## src/rtl/atomic_rmw_sched.sv

```systemverilog
// atomic_rmw_sched: round-robin scheduler sharing one atomic RMW unit among
// requesters, serializing same-line RMWs and routing completions back.
module atomic_rmw_sched #(
    parameter int NREQ = 8,
    parameter int AW = 32,
    parameter int DW = 32,
    parameter int LINE_LSB = 7,
    localparam int IDW = $clog2(NREQ)
) (
    input  logic               clk,
    input  logic               reset_n,
    input  logic [NREQ-1:0]    req_valid,
    output logic [NREQ-1:0]    req_ready,
    input  logic [NREQ*AW-1:0] req_addr,
    input  logic [NREQ*3-1:0]  req_op,
    input  logic [NREQ*DW-1:0] req_data,
    input  logic [NREQ*DW-1:0] req_cmp,
    output logic               iss_valid,
    input  logic               iss_ready,
    output logic [AW-1:0]      iss_addr,
    output logic [2:0]         iss_op,
    output logic [DW-1:0]      iss_data,
    output logic [DW-1:0]      iss_cmp,
    output logic [IDW-1:0]     iss_id,
    input  logic               cmp_valid,
    input  logic [IDW-1:0]     cmp_id,
    input  logic [DW-1:0]      cmp_old,
    output logic [NREQ-1:0]    rsp_valid,
    output logic [DW-1:0]      rsp_data,
    output logic               err
);
    localparam int LW = AW - LINE_LSB;
    localparam int NP = 1 << IDW;

    logic [NREQ-1:0] busy, elig;
    logic [LW-1:0]   line [NREQ];
    logic [IDW-1:0]  rr_ptr, win;
    logic            found, accept, cmp_hit;
    logic [NP-1:0]   busy_pad, cmp_oh;

    // A requester is held off while any in-flight RMW targets its line.
    for (genvar i = 0; i < NREQ; i++) begin : g_elig
        logic [NREQ-1:0] same;
        for (genvar j = 0; j < NREQ; j++) begin : g_cmp
            assign same[j] = busy[j] && (line[j] == req_addr[i*AW+LINE_LSB +: LW]);
        end
        assign elig[i] = req_valid[i] & ~busy[i] & ~|same;
    end

    always_comb begin
        found = 1'b0;
        win = '0;
        for (int k = 0; k < NREQ; k++) begin
            if (!found && elig[(int'(rr_ptr) + k) % NREQ]) begin
                found = 1'b1;
                win = IDW'((int'(rr_ptr) + k) % NREQ);
            end
        end
    end

    assign accept    = reset_n & found & (~iss_valid | iss_ready);
    assign req_ready = accept ? NREQ'(1) << win : '0;
    // Padding to a power of two lets out-of-range ids read as not busy.
    assign busy_pad  = NP'(busy);
    assign cmp_hit   = cmp_valid & busy_pad[cmp_id];
    assign cmp_oh    = cmp_hit ? NP'(1) << cmp_id : '0;

    always_ff @(posedge clk) begin
        if (!reset_n) begin
            busy      <= '0;
            rr_ptr    <= '0;
            iss_valid <= 1'b0;
            iss_addr  <= '0;
            iss_op    <= '0;
            iss_data  <= '0;
            iss_cmp   <= '0;
            iss_id    <= '0;
            rsp_valid <= '0;
            rsp_data  <= '0;
            err       <= 1'b0;
            for (int i = 0; i < NREQ; i++) line[i] <= '0;
        end else begin
            busy      <= (busy | req_ready) & ~cmp_oh[NREQ-1:0];
            rsp_valid <= cmp_oh[NREQ-1:0];
            if (cmp_hit) rsp_data <= cmp_old;
            if (cmp_valid && !cmp_hit) err <= 1'b1;
            if (accept) begin
                iss_valid <= 1'b1;
                iss_addr  <= req_addr[int'(win)*AW +: AW];
                iss_op    <= req_op[int'(win)*3 +: 3];
                iss_data  <= req_data[int'(win)*DW +: DW];
                iss_cmp   <= req_cmp[int'(win)*DW +: DW];
                iss_id    <= win;
                line[win] <= req_addr[int'(win)*AW+LINE_LSB +: LW];
                rr_ptr    <= (win == IDW'(NREQ-1)) ? '0 : win + IDW'(1);
            end else if (iss_ready) begin
                iss_valid <= 1'b0;
            end
        end
    end
endmodule

```

## config.mk

```make
export PLATFORM = sky130hd
export DESIGN_NAME = atomic_rmw_sched
export DESIGN_NICKNAME = d
export VERILOG_FILES = /design/src/rtl/atomic_rmw_sched.sv
export SDC_FILE = /design/constraint.sdc
export NUM_CORES = 2
export LEC_CHECK = 0
export BUFFER_PORTS_ARGS = -buffer_cell sky130_fd_sc_hd__buf_2
export CAP_MARGIN = 20
export CORE_AREA = 2 2 387 389
export DETAILED_ROUTE_END_ITERATION = 16
export DIE_AREA = 0 0 389 391
export MAX_ROUTING_LAYER = met4
export PLACE_DENSITY = 0.45
export SETUP_SLACK_MARGIN = 0.1
export SLEW_MARGIN = 20
export SYNTH_ARGS = -nofsm -noshare
export SYNTH_HDL_FRONTEND = slang
export SYNTH_SLANG_ARGS = --single-unit
export TNS_END_PERCENT = 100
```

## constraint.sdc

```tcl
create_clock -name clk -period 6.4 [get_ports clk]
set_input_delay 0.64 -clock clk [delete_from_list [all_inputs] [get_ports clk]]
set_output_delay 0.64 -clock clk [all_outputs]
set_load 0.01 [all_outputs]
```

==> qor.csv <==
stage;metric;value;unit
cells_and_area;multi_input_area;0.0263;sq mm
yosys;async_flop_share;0;
sta;fin_crit;6400;ps
die;io_pins;991;
drt;wire_per_inst;49.4;microns
yosys;syn-instance-count;4547;
yosys;syn-cell-area;0.0384;sq mm
sta;maxSlewViolCount;0;
setup_path;timing.rr.end;iss_data[9]$_SDFFE_PN0P_;
sta;setup_viol;1;
sta;slew_headroom;0.357;
clock_network;cts.sinks;355;
drt;ant_nets;0;
placement;io_buffers;990;
cells_and_area;fin_util;0.362;
min_path;holdPathEnd;rsp_data[23]$_SDFFE_PN0P_;
clock_network;hold_buffers;0;
yosys;ys.flop_type;edfxtp_1;
power_and_ir_drop;pwr_density_cell;709;mW/mm^2
setup_path;reg2reg_slack;450;ps
sta;hold_violations;0;
die;die_h;391;microns
placement;gp_congestion;1.15;
setup_path;required;5760;ps
global_route;grt_overflow;0;
drt;num_vias;48500;
power_and_ir_drop;share_seq_of_total_power;0.115;
power_and_ir_drop;power.total;38.1;mW
global_route;grt_max_degree;64;
cells_and_area;nFillCells;15900;
yosys;ys_warn_count;0;
cells_and_area;stdcell_count;8113;
placement;hpwlAfterDp;316000;microns
die;core_area;0.149;sq mm
placement;place_inst;7703;
clock_network;cts-htree-levels;2;
clock_network;clk_latency;670;ps
yosys;yosysTopAreaCell;xnor2_1;
sta;max_freq;0.156;GHz
drt;drc;0;
die;die_x;389;microns
power_and_ir_drop;irDropWorstVdd;0.000500;V
cells_and_area;layout-drive-gt1-share;0.362;
clock_network;cts_buffers;48;
global_route;antenna_found_initial;138;
die;initial_core_util;0.258;
cells_and_area;ff_latch_area;0.00912;sq mm
setup_path;start_kind;flip-flop;
sta;setup_slack;-4.74;ps
yosys;yosys-top-cells-area;xnor2_1 (26%), edfxtp_1 (16%), dfxtp_1 (8.1%);
sta;rsz0062_at_grt;true;
sta;holdWs;200;ps
cells_and_area;syn_to_final_growth;40.0;%
power_and_ir_drop;netSwitchingFraction;0.566;
yosys;synth_common_cells;xnor2_1 (1,155), nand2_1 (342), buf_2 (326);
die;rows;142;
setup_path;cp_data_arrival_time;5760;ps
yosys;syn_nets;5394;
yosys;synth_area_per_cell;8.44;sq um
drt;first_pass_iters;8;
global_route;grt_pass1_wl;494000;microns
drt;via_per_inst;5.97;
power_and_ir_drop;leakage;22.1;nW
sta;finalSetupTns;-4.74;ps
power_and_ir_drop;p_int;16.5;mW
drt;drt_iter0_drc;7957;
power_and_ir_drop;p_comb_frac;0.809;
min_path;hp-class;primary input to flip-flop;
setup_path;rr_startpoint;line[5][3]$_SDFFCE_PN0P_;
job;cap_violations;0;
setup_path;critical_path_class;flip-flop to output pin;
yosys;synth-edff-count;200;
sta;min_period_over_period;1.00;
sta;fin_skew;34.3;ps
clock_network;clkTransAtPathRegs;70;ps
yosys;synth_most_common_cell;xnor2_1;
yosys;netlist-cell-type-count;98;
yosys;ys_ff_latch;355;
min_path;hold_depth;3;
run_status;status;finished with violations;
clock_network;cts_tree;built;
power_and_ir_drop;power_frac_clock;0.076;
run_status;violations;setup timing;
global_route;grt_pass1_vias;44000;
die;die_area;0.152;sq mm
drt;wirelength;401000;microns
sta;worst_slew_pin_slew;963;ps
cells_and_area;fin_nets;6827;
setup_path;ff2ff_path_depth;19;
setup_path;end_kind;output pin;
min_path;hold_start;cmp_old[23];
clock_network;cts_buffer_depth;3;
power_and_ir_drop;p_switching;21.6;mW
global_route;grt_use_total;0.521;
clock_network;cts-root-buf;clkbuf_16;
yosys;yosysTopAreaCellShare;0.264;
yosys;yosysSeqAreaShare;0.237;
setup_path;cp_max_fo;16;
## cell usage in the layout, fill, tap and decap left out, types with 39 or more instances in the layout
| cell | count |
|---|---|
| nand2_1 | 339 |
| buf_12 | 110 |
| edfxtp_1 | 200 |
| nor2_1 | 257 |
| xor2_1 | 276 |
| mux2_2 | 51 |
| a221o_1 | 39 |
| xnor2_1 | 1149 |
| buf_4 | 849 |
| inv_1 | 63 |
| dfxtp_1 | 148 |
| nand3_1 | 51 |
| or3_1 | 89 |
| nand4_1 | 302 |
| buf_2 | 990 |
| clkbuf_16 | 51 |
| nor4_1 | 110 |
| o22ai_1 | 94 |
| o21ai_0 | 110 |
| nor3_1 | 52 |
| a21oi_1 | 68 |
| and2_1 | 44 |
| diode_2 | 150 |
| mux2i_1 | 260 |
## state kept, by name, summed over array words and instances (netlist names)
register,cells
rsp_valid,8
iss_valid,1
rsp_data,32
rr_ptr,3
line,200
iss_cmp,32
iss_data,32
busy,8
iss_id,3
err,1
iss_op,3
iss_addr,32
## kinds of logic (layout without fill, tap and decap cells)
logic type      after synthesis  after routing  synth area share
simple gates               1337           1337             0.177
compound gates              462            462            0.0852
fa+ha+maj                     8              8           0.00261
mux                         315            315            0.0848
other cells                   0            150                 0
buf+inv                     639           2111            0.0870
xor+xnor                   1431           1431             0.327
flops                       355            355             0.237
## power by group through the flow
stage,clock network [mW],registers [mW],logic (mW)
2_1_floorplan,0,3.77,13.4
3_5_place_dp,0,4.98,27.7
3_3_place_gp,0,5.00,27.9
6_report,2.89,4.38,30.8
4_1_cts,2.89,4.61,28.6
5_1_grt,2.97,4.36,30.7
## worst max-delay path by stage
stage                              startpoint                  endpoint  slack (ps)
detailed placement               req_addr[83]              req_ready[5]         200
global placement                 req_addr[83]              req_ready[0]          40
floorplan              rr_ptr[0]$_SDFFE_PN0P_  line[4][0]$_SDFFCE_PN0P_        1380
CTS                 line[0][14]$_SDFFCE_PN0P_              req_ready[0]         -20
finish               line[5][3]$_SDFFCE_PN0P_              req_ready[6]          -5
global route        line[1][22]$_SDFFCE_PN0P_              req_ready[0]          80
## what timing repair did
item / CTS / global route
pin swaps: 1 / 14
cloned: 0 / 0
buffers inserted: 64 / 107
resized for setup: 12 / 45
setup endpoints to repair: 8 / 8
## worst max-delay path: stages, from the launching register on
cell and delay [ps]:
edfxtp_1 560, buf_4 260, xnor2_1 230, nand4_1 140, nor3_1 70, a22oi_1 570, nand4_2 370, or2_0 300
mux4_2 540, o21a_1 310, nor3_1 190, o21ai_1 110, a21o_4 260, inv_8 210, ha_1 240, nand2_1 90
nor2_1 390, buf_2 230
## routing by layer
layer | GRT usage | routed length [microns]
met1 | 0.578 | 144000
met2 | 0.708 | 158000
met3 | 0.221 | 54800
met4 | 0.459 | 44100
met5 | - | 0
## through the flow
stage | setup WS (ps) | area (sq um)
after floorplan | 1380 | 38400
after global placement | 41.9 | 49700
after detailed placement | 199 | 49700
after CTS | -15.6 | 52100
after global routing | 78.1 | 53700
final | -4.74 | 53700
## cell type report
class,count,share of cell area
Clock inverter,29,0.00550
Sequential cell,355,0.170
Multi-Input combinational cell,3553,0.490
Inverter,69,0.00498
Tap cell,1944,0.0453
Antenna cell,150,0.00699
Timing Repair Buffer,1953,0.253
Clock buffer,60,0.0248
Note: power is estimated with default switching activity, not from simulation.
